File: src/rtl/uart_alu_pkg.sv
// Shared definitions for the UART-ALU system: opcodes, FSM state encoding, opcode width.
// Latency: none (definitions only).
// Backpressure: not applicable.
package uart_alu_pkg;

  // Opcode width used by this stage and by the ALU.
  localparam int NB_OP_DEFAULT = 6;

  // Legal ALU opcodes (low bits of the opcode byte).
  localparam logic [NB_OP_DEFAULT-1:0] OP_ADD = 6'h20;
  localparam logic [NB_OP_DEFAULT-1:0] OP_SUB = 6'h22;
  localparam logic [NB_OP_DEFAULT-1:0] OP_AND = 6'h24;
  localparam logic [NB_OP_DEFAULT-1:0] OP_OR  = 6'h25;
  localparam logic [NB_OP_DEFAULT-1:0] OP_XOR = 6'h26;
  localparam logic [NB_OP_DEFAULT-1:0] OP_NOR = 6'h27;
  localparam logic [NB_OP_DEFAULT-1:0] OP_SRA = 6'h03;
  localparam logic [NB_OP_DEFAULT-1:0] OP_SRL = 6'h02;

  // Frame sequencer states of uart_alu_if.
  typedef enum logic [2:0] {
    WAIT_A  = 3'd0,
    WAIT_B  = 3'd1,
    WAIT_OP = 3'd2,
    EXEC    = 3'd3,
    SEND    = 3'd4,
    WAIT_TX = 3'd5
  } state_t;

endpackage

File: src/rtl/uart_if_timer.sv
// Inter-byte timeout counter: counts while run=1, clears on clr or when idle, flags terminal count.
// Latency: tc is combinational from the count; it rises TIMEOUT_CYCLES-1 cycles after the last clear.
// Backpressure: none; the owner must clear the counter when it reacts to tc.
// Ports: clk, rst_n (sync active-low), run (count enable), clr (force to zero), tc (count == TIMEOUT_CYCLES-1).
module uart_if_timer #(
  parameter int TIMEOUT_CYCLES = 1_000_000
) (
  input  logic clk,
  input  logic rst_n,
  input  logic run,
  input  logic clr,
  output logic tc
);

  localparam int NB_CNT = $clog2(TIMEOUT_CYCLES);
  localparam logic [NB_CNT-1:0] TC_VAL = NB_CNT'(TIMEOUT_CYCLES - 1);

  logic [NB_CNT-1:0] cnt;

  always_ff @(posedge clk) begin
    if (!rst_n || clr || !run) begin
      cnt <= '0;
    end else begin
      cnt <= cnt + NB_CNT'(1);
    end
  end

  assign tc = run && (cnt == TC_VAL);

endmodule

File: src/rtl/uart_alu_if.sv
// Frames received bytes (A, B, opcode) for the ALU and hands the captured result to uart_tx.
// Latency: o_tx_start is high during the 2nd cycle after the edge that samples the opcode byte.
// Backpressure: none upstream; bytes arriving while a result is pending (EXEC/SEND/WAIT_TX) are dropped.
// Ports: clk, i_rst_n (sync active-low); i_rx_data/i_rx_done from uart_rx; i_alu_result from the ALU;
//        i_tx_done from uart_tx; o_alu_a/o_alu_b/o_alu_op to the ALU; o_tx_data/o_tx_start to uart_tx;
//        o_error pulses on an illegal opcode (or inter-byte timeout when UART_ALU_IF_TIMEOUT_EN is defined).
module uart_alu_if
  import uart_alu_pkg::*;
#(
  parameter int NB_DATA = 8,
  parameter int NB_OP   = NB_OP_DEFAULT
`ifdef UART_ALU_IF_TIMEOUT_EN
  , parameter int TIMEOUT_CYCLES = 1_000_000
`endif
) (
  input  logic               clk,
  input  logic               i_rst_n,
  input  logic [NB_DATA-1:0] i_rx_data,
  input  logic               i_rx_done,
  input  logic [NB_DATA-1:0] i_alu_result,
  input  logic               i_tx_done,
  output logic [NB_DATA-1:0] o_alu_a,
  output logic [NB_DATA-1:0] o_alu_b,
  output logic [NB_OP-1:0]   o_alu_op,
  output logic [NB_DATA-1:0] o_tx_data,
  output logic               o_tx_start,
  output logic               o_error
);

  state_t state, next_state;
  logic   op_legal;
  logic   timeout_hit;

  // Opcode byte is legal only with its upper bits clear and a known low-bit code.
  always_comb begin
    op_legal = 1'b0;
    if (i_rx_data[NB_DATA-1:NB_OP] == '0) begin
      case (i_rx_data[NB_OP-1:0])
        NB_OP'(OP_ADD), NB_OP'(OP_SUB), NB_OP'(OP_AND), NB_OP'(OP_OR),
        NB_OP'(OP_XOR), NB_OP'(OP_NOR), NB_OP'(OP_SRA), NB_OP'(OP_SRL): op_legal = 1'b1;
        default: op_legal = 1'b0;
      endcase
    end
  end

`ifdef UART_ALU_IF_TIMEOUT_EN
  logic tmr_tc;

  // Count only while a frame is partially received; restart on each byte or state move.
  uart_if_timer #(
    .TIMEOUT_CYCLES (TIMEOUT_CYCLES)
  ) u_timer (
    .clk   (clk),
    .rst_n (i_rst_n),
    .run   ((state == WAIT_B) || (state == WAIT_OP)),
    .clr   (i_rx_done || (next_state != state)),
    .tc    (tmr_tc)
  );

  // A byte arriving on the terminal cycle wins over the timeout.
  assign timeout_hit = tmr_tc && !i_rx_done;
`else
  assign timeout_hit = 1'b0;
`endif

  // State register
  always_ff @(posedge clk) begin
    if (!i_rst_n) begin
      state <= WAIT_A;
    end else begin
      state <= next_state;
    end
  end

  // Next-state logic
  always_comb begin
    next_state = state;
    case (state)
      WAIT_A:  if (i_rx_done) next_state = WAIT_B;
      WAIT_B: begin
        if (i_rx_done)        next_state = WAIT_OP;
        else if (timeout_hit) next_state = WAIT_A;
      end
      WAIT_OP: begin
        if (i_rx_done)        next_state = op_legal ? EXEC : WAIT_A;
        else if (timeout_hit) next_state = WAIT_A;
      end
      EXEC:    next_state = SEND;
      SEND:    next_state = WAIT_TX;
      // A byte coinciding with tx_done is not taken as operand A.
      WAIT_TX: if (i_tx_done) next_state = WAIT_A;
      default: next_state = WAIT_A;
    endcase
  end

  // Moore output: start request for the single SEND cycle.
  always_comb begin
    o_tx_start = (state == SEND);
  end

  // Datapath registers: plain loads qualified by state and the received-byte strobe.
  always_ff @(posedge clk) begin
    if (!i_rst_n) begin
      o_alu_a   <= '0;
      o_alu_b   <= '0;
      o_alu_op  <= '0;
      o_tx_data <= '0;
      o_error   <= 1'b0;
    end else begin
      if ((state == WAIT_A) && i_rx_done) o_alu_a <= i_rx_data;
      if ((state == WAIT_B) && i_rx_done) o_alu_b <= i_rx_data;
      if ((state == WAIT_OP) && i_rx_done && op_legal) o_alu_op <= i_rx_data[NB_OP-1:0];
      // ALU inputs have settled for a full cycle by the time EXEC samples the result.
      if (state == EXEC) o_tx_data <= i_alu_result;
      o_error <= ((state == WAIT_OP) && i_rx_done && !op_legal) || timeout_hit;
    end
  end

endmodule
File: config.mk
export PLATFORM = sky130hd
export DESIGN_NAME = uart_alu_if
export DESIGN_NICKNAME = d
export VERILOG_FILES = /design/src/rtl/uart_alu_pkg.sv /design/src/rtl/uart_if_timer.sv /design/src/rtl/uart_alu_if.sv
export SDC_FILE = /design/constraint.sdc
export NUM_CORES = 1
export LEC_CHECK = 0
export BUFFER_PORTS_ARGS = -buffer_cell sky130_fd_sc_hd__buf_2
export CORE_MARGIN = 3
export CORE_UTILIZATION = 27
export CTS_BUF_LIST = sky130_fd_sc_hd__clkbuf_4 sky130_fd_sc_hd__clkbuf_8 sky130_fd_sc_hd__clkbuf_16
export CTS_CLUSTER_SIZE = 16
export DETAILED_ROUTE_END_ITERATION = 8
export HOLD_SLACK_MARGIN = 0.08
export PLACE_DENSITY_LB_ADDON = 0.08
export SKIP_CTS_REPAIR_TIMING = 1
export SLEW_MARGIN = 20
export SYNTH_ARGS = -nofsm -noshare
export SYNTH_HDL_FRONTEND = slang
export SYNTH_SLANG_ARGS = --single-unit
File: constraint.sdc
create_clock -name clk -period 1.5 [get_ports clk]
set_input_delay 0.15 -clock clk [delete_from_list [all_inputs] [get_ports clk]]
set_output_delay 0.15 -clock clk [all_outputs]
set_load 0.01 [all_outputs]
==> flow_summary.toml, run 1 <==
[floorplanning]
rows = 25
die_y_um = 78.4
die_w_um = 78.4
fp.coreArea_um2 = 4880
start_util_pct = 29.0
boundaryPins = 52
die-area_um2 = 6150

[layout]
register_area_um2 = 681
nNetsFinal = 227
multi_input_area_um2 = 693
n_antenna_cell = 0
drive_gt1_share_pct = 35.1
instances_no_fill = 275
synthToLayoutAreaGrowth_pct = 31.5
nFillCells = 530

[synth]
synthCells = 152
synth_flop_cell = "dfxtp_1"
synthArstFlopShare_pct = 0
synth_top_area_share_pct = 48.1
ys_warn_count = 0
syn_area_per_cell_um2 = 9.31
synth_edf_count = 0
ys_ff_latch = 34
syn_area_um2 = 1420
yosysTopAreaCell = "dfxtp_1"
synth-seq-area-share_pct = 48.1
synth_nets = 172
ys_top_cells_by_area = "dfxtp_1, nand2_1, mux2i_1, a21boi_0, nor2b_1"
synth_common_cells = "nand2_1, dfxtp_1, a21boi_0, mux2i_1, nor2b_1"
synthMostInstantiatedCell = "nand2_1"
ys_types = 26

[cts]
htreeDepth = 2
insertion_delay_ns = 0.28
cts_tree = "built"
cts_buffers = 5
cts.sinks = 34
cts_root_buffer = "clkbuf_8"
cts_buffer_depth = 2
clk_pin_slew_ns = 0.07

[timing]
fmax_mhz = 754
finalCritPeriodShare_pct = 88.4
whs_ns = 0.122
clock_skew_ns = 0.00401
setup_viol = 0
finalSetupTns_ns = 0
slew_viol_final = 0
finalHoldViolations = 0
tightest_slew_ns = 0.383
post-route-min-period_ns = 1.33
slew-limit-headroom_pct = 74.4
rsz0062_at_grt = "no"

[routing]
drt_iter0_markers = 61
drtAntennaViolNets = 0
wl_per_cell_um = 11.5
routed-via-count = 1177
drt-pass1-iter-count = 3
viasPerCell = 4.28
drt_wl_total_um = 3160
drcViolationCount = 0

[placed_design]
gp_congestion = 0.716
dpl.hpwl_um = 2450
portBuffers = 51
dp_cells = 267

[critical_path]
path_class = "flip-flop to output pin"
critPathLaunchType = "flip-flop"
path_cells = "nor3b_1 > buf_2"
cp_slowest_cell = "dfxtp_1"
worstPathArrival_ns = 1.18
crit_path_max_incr_delay_ns = 0.51
path_buf_inv = 1
endpoint_kind = "output pin"
cpLargestDelayFamily = "flip-flops"
cp.required_ns = 1.35
worstPathMaxFanout = 10

[power]
p_switching_uw = 471
clkPwrFrac_pct = 36.1
sequentialPowerShare_pct = 50.3
p_comb_share_pct = 13.6
ir_worst_vdd_mv = 0.390
swShare_pct = 24.5
p_leak_uw = 0.000878
powerDensity_nw_per_um2 = 1030
p_int_uw = 1450

[global_routing]
grt_start_max_net_pins = 25
antenna_found_initial = 0
grt_overflow_total = 0
grt_use_total_pct = 11.3
grt_pass1_vias = 1149
grt_pass1_wl_um = 5420

[flow_run]
cap_violations = 0

[min_path]
min_path_type = "primary input to flip-flop"

[status]
status = "completed"
layout by cell type (no fill, tap or decap), types with 3 or more instances in the layout:
master / Yosys / layout
nand2b_1: 3 / 3
dfxtp_1: 34 / 34
or3_1: 3 / 3
mux2i_1: 12 / 12
buf_2: 3 / 51
a21boi_1: 3 / 3
nor2b_1: 9 / 9
nand2_1: 43 / 43
clkbuf_8: 0 / 6
a21boi_0: 13 / 13
buf_4: 0 / 7
nor2_1: 3 / 3
final timing paths:
path / from / to / slack (ns) / cells past startpoint
worst max-delay path: state[2] / o_tx_start / 0.17 / 2
worst min-delay path: i_alu_result[2] / o_tx_data[2] / 0.12 / 3
worst max register to register: state[0] / o_alu_a[6] / 0.22 / 4
worst min register to register: o_alu_a[4] / o_alu_a[4] / 0.45 / 2
cell families after synthesis:
logic type      Yosys count  synth area share, %
compound gates           22                 12.2
mux                      12                 8.49
buf+inv                  10                 2.92
flops                    34                 48.1
xor+xnor                  1                0.619
simple gates             73                 27.7
layout make-up:
class | count | area share (%)
multi-input cells | 108 | 37.3
repair buffers | 58 | 16.5
well taps | 67 | 4.51
flip-flops and latches | 34 | 36.6
clock inverters | 1 | 0.269
clock buffers | 7 | 4.84
worst reg2reg max path, delay by kind of cell, from the launching register on:
family / cells / cell delay (ns)
AO/OA/AOI/OAI: 1 / 0.08
flip-flops: 1 / 0.34
AND/OR/NAND/NOR: 3 / 0.75
per-layer routing:
| metal | wire [um] | part of all wire, % | global-route usage, % |
|---|---|---|---|
| met5 | 0 | 0 | 0 |
| met4 | 43 | 1.4 | 4.20 |
| met3 | 174 | 5.5 | 4.01 |
| met2 | 1520 | 48 | 17.9 |
| met1 | 1420 | 45 | 14.0 |
state kept, by name (all words and copies together), names as in the netlist:
register   count
o_alu_a        8
o_alu_b        8
o_tx_data      8
o_alu_op       6
state          3
o_error        1
through the flow:
stage / setup WS [ns] / instance area [um^2] / util, % / power, uW
2_1_floorplan: 0.198 / 1420 / - / 1140
3_3_place_gp: 0.0688 / 1770 / 36.2 / 1250
3_5_place_dp: 0.00621 / 1770 / 36.2 / 1250
4_1_cts: 0.129 / 1860 / 38.1 / 1960
5_1_grt: 0.0810 / 1860 / 38.1 / 2040
6_report: 0.174 / 1860 / 38.1 / 1920
power by group through the flow:
stage / logic (uW) / clock network [uW] / registers, uW
after floorplan: 141 / 0 / 994
after global placement: 263 / 0 / 984
after detailed placement: 266 / 0 / 985
after CTS: 267 / 728 / 965
after global routing: 293 / 773 / 970
final: 260 / 694 / 965
Note: power is estimated with default switching activity, not from simulation.
==> run 2: changes to the inputs <==
Settings changed: ABC_AREA from default to 1.
==> flow_summary.toml, run 2 <==
[power]
clkPwrFrac_pct = 36.0
sequentialPowerShare_pct = 50.4
p_switching_uw = 502
swShare_pct = 25.8
powerDensity_nw_per_um2 = 1090
p_int_uw = 1440
ir_worst_vdd_mv = 0.579
p_comb_share_pct = 13.6
p_leak_uw = 0.000904

[routing]
routed-via-count = 1293
drcViolationCount = 0
viasPerCell = 4.24
drtAntennaViolNets = 0
drt-pass1-iter-count = 4
drt_iter0_markers = 49
wl_per_cell_um = 10.7
drt_wl_total_um = 3250

[floorplanning]
rows = 25
start_util_pct = 28.4
fp.coreArea_um2 = 4820
die-area_um2 = 5960
die_y_um = 77.2
die_w_um = 77.2
boundaryPins = 52

[layout]
reg_top3 = "o_alu_a (8), o_alu_b (8), o_tx_data (8)"
n_antenna_cell = 0
instances_no_fill = 305
final_cell_mix = "buf_2, nor2_1, dfxtp_1, o21ai_0, nand2_1"
nNetsFinal = 257
fin_util_pct = 37.1
drive_gt1_share_pct = 32.4
synthToLayoutAreaGrowth_pct = 30.7
final_common_cell = "buf_2"

[global_routing]
grt_overflow_total = 0
grt_start_max_net_pins = 21
grt_pass1_wl_um = 5470
grt_pass1_vias = 1215
grt_use_total_pct = 11.4
antenna_found_initial = 0

[synth]
ys_ff_latch = 34
ys_warn_count = 0
yosysTopAreaCell = "dfxtp_1"
synthCells = 183
syn_area_um2 = 1370
synth_edf_count = 0
synthArstFlopShare_pct = 0
synth_common_cells = "nor2_1, dfxtp_1, o21ai_0, nand2_1, inv_1"
synth-seq-area-share_pct = 49.7
synth_nets = 203
ys_top_cells_by_area = "dfxtp_1, nor2_1, o21ai_0, nand2_1, inv_1"
ys_types = 18
syn_area_per_cell_um2 = 7.48
synth_flop_cell = "dfxtp_1"
synth_top_area_share_pct = 49.7
synthMostInstantiatedCell = "nor2_1"

[critical_path]
endpoint_kind = "flip-flop"
critPathLaunchType = "flip-flop"
worstPathMaxFanout = 9
cp.required_ns = 1.67
path_class = "flip-flop to flip-flop"
crit_top_cell = "nor2_1"
path_cells = "nand2_1 > nor2_2 > inv_2 > nor2_1 > nor2_1"
cp_slowest_cell = "dfxtp_1"
crit_path_max_incr_delay_ns = 0.39
worstPathArrival_ns = 1.39

[status]
status = "completed"

[placed_design]
dp_cells = 297
gp_congestion = 0.724
place_ws_ns = 0.287
portBuffers = 51
dpl.hpwl_um = 2460

[min_path]
min_path_type = "primary input to flip-flop"

[cts]
clk_pin_slew_ns = 0.07
cts_buffer_depth = 2
insertion_delay_ns = 0.28
htreeDepth = 2
cts_buffers = 5
cts_tree = "built"
cts_root_buffer = "clkbuf_8"
cts.sinks = 34

[timing]
clock_skew_ns = 0.00823
post-route-min-period_ns = 1.21
fmax_mhz = 823
setup_viol = 0
setup_slack_ns = 0.285
rsz0062_at_grt = "no"
slew-limit-headroom_pct = 76.2
finalSetupTns_ns = 0
finalCritPeriodShare_pct = 81.0
finalHoldViolations = 0
tightest_slew_ns = 0.357
slew_viol_final = 0

[flow_run]
cap_violations = 0
[run 2: changes by cell type after synthesis, sizes merged, moves of 6 or more]
cell and delta:
nor2 +47, o21ai +26, inv +23, nand2 -20, a21boi -16, mux2i -12, a21oi +9, nor2b -9
nand3 +6
[run 2: final timing paths]
path,start,slack [ns],cells past startpoint,to
hold reg to reg,o_alu_op[4],0.44,2,o_alu_op[4]
setup / recovery,state[1],0.29,5,o_tx_data[6]
setup reg to reg,state[1],0.29,5,o_tx_data[6]
hold / removal,i_alu_result[2],0.09,3,o_tx_data[2]
[run 2: kinds of logic (layout without fill, tap and decap cells)]
| logic type | after synthesis | after routing | share of synthesized area (%) |
|---|---|---|---|
| AOI/OAI and AO/OA | 38 | 38 | 14.2 |
| DFF | 34 | 34 | 49.7 |
| and+or+nand+nor | 83 | 83 | 27.3 |
| buffers and inverters | 28 | 83 | 8.78 |
[run 2: critical path: cells and delay by family, from the launching register on]
family	cells	cell delay, ns
simple gates	4	0.55
flops	1	0.39
buf+inv	1	0.16
[run 2: power groups by stage]
stage	logic [uW]	clock network [uW]	registers [uW]
final	264	700	980
after detailed placement	268	0	1000
after CTS	269	739	981
after global placement	269	0	1000
after floorplan	143	0	1020
after global routing	300	767	987
[run 2: routing by layer]
| layer | wire length, um | global-route usage, % | vias up | share of wire [%] |
|---|---|---|---|---|
| met5 | 0 | 0 | - | 0 |
| met4 | 57 | 4.80 | 0 | 1.8 |
| met3 | 212 | 3.76 | 7 | 6.5 |
| met2 | 1390 | 16.3 | 42 | 43 |
| met1 | 1590 | 15.5 | 561 | 49 |
| li1 | - | - | 683 | - |
[run 2: area by class of cell]
cell class / instances / area (um^2)
fillers: 547 / 3030
well taps: 67 / 83.8
repair buffers: 52 / 275
inverters: 23 / 86.3
clock inverters: 1 / 5.00
flip-flops and latches: 34 / 681
clock buffers: 7 / 90.1
multi-input cells: 121 / 568
[run 2: through the flow]
| step | power [uW] | hold slack, ns | area (um^2) |
|---|---|---|---|
| 2_1_floorplan | 1160 | 0.285 | 1370 |
| 3_3_place_gp | 1270 | 0.379 | 1690 |
| 3_5_place_dp | 1270 | 0.381 | 1690 |
| 4_1_cts | 1990 | 0.0801 | 1790 |
| 5_1_grt | 2050 | 0.0961 | 1790 |
| 6_report | 1940 | 0.0884 | 1790 |
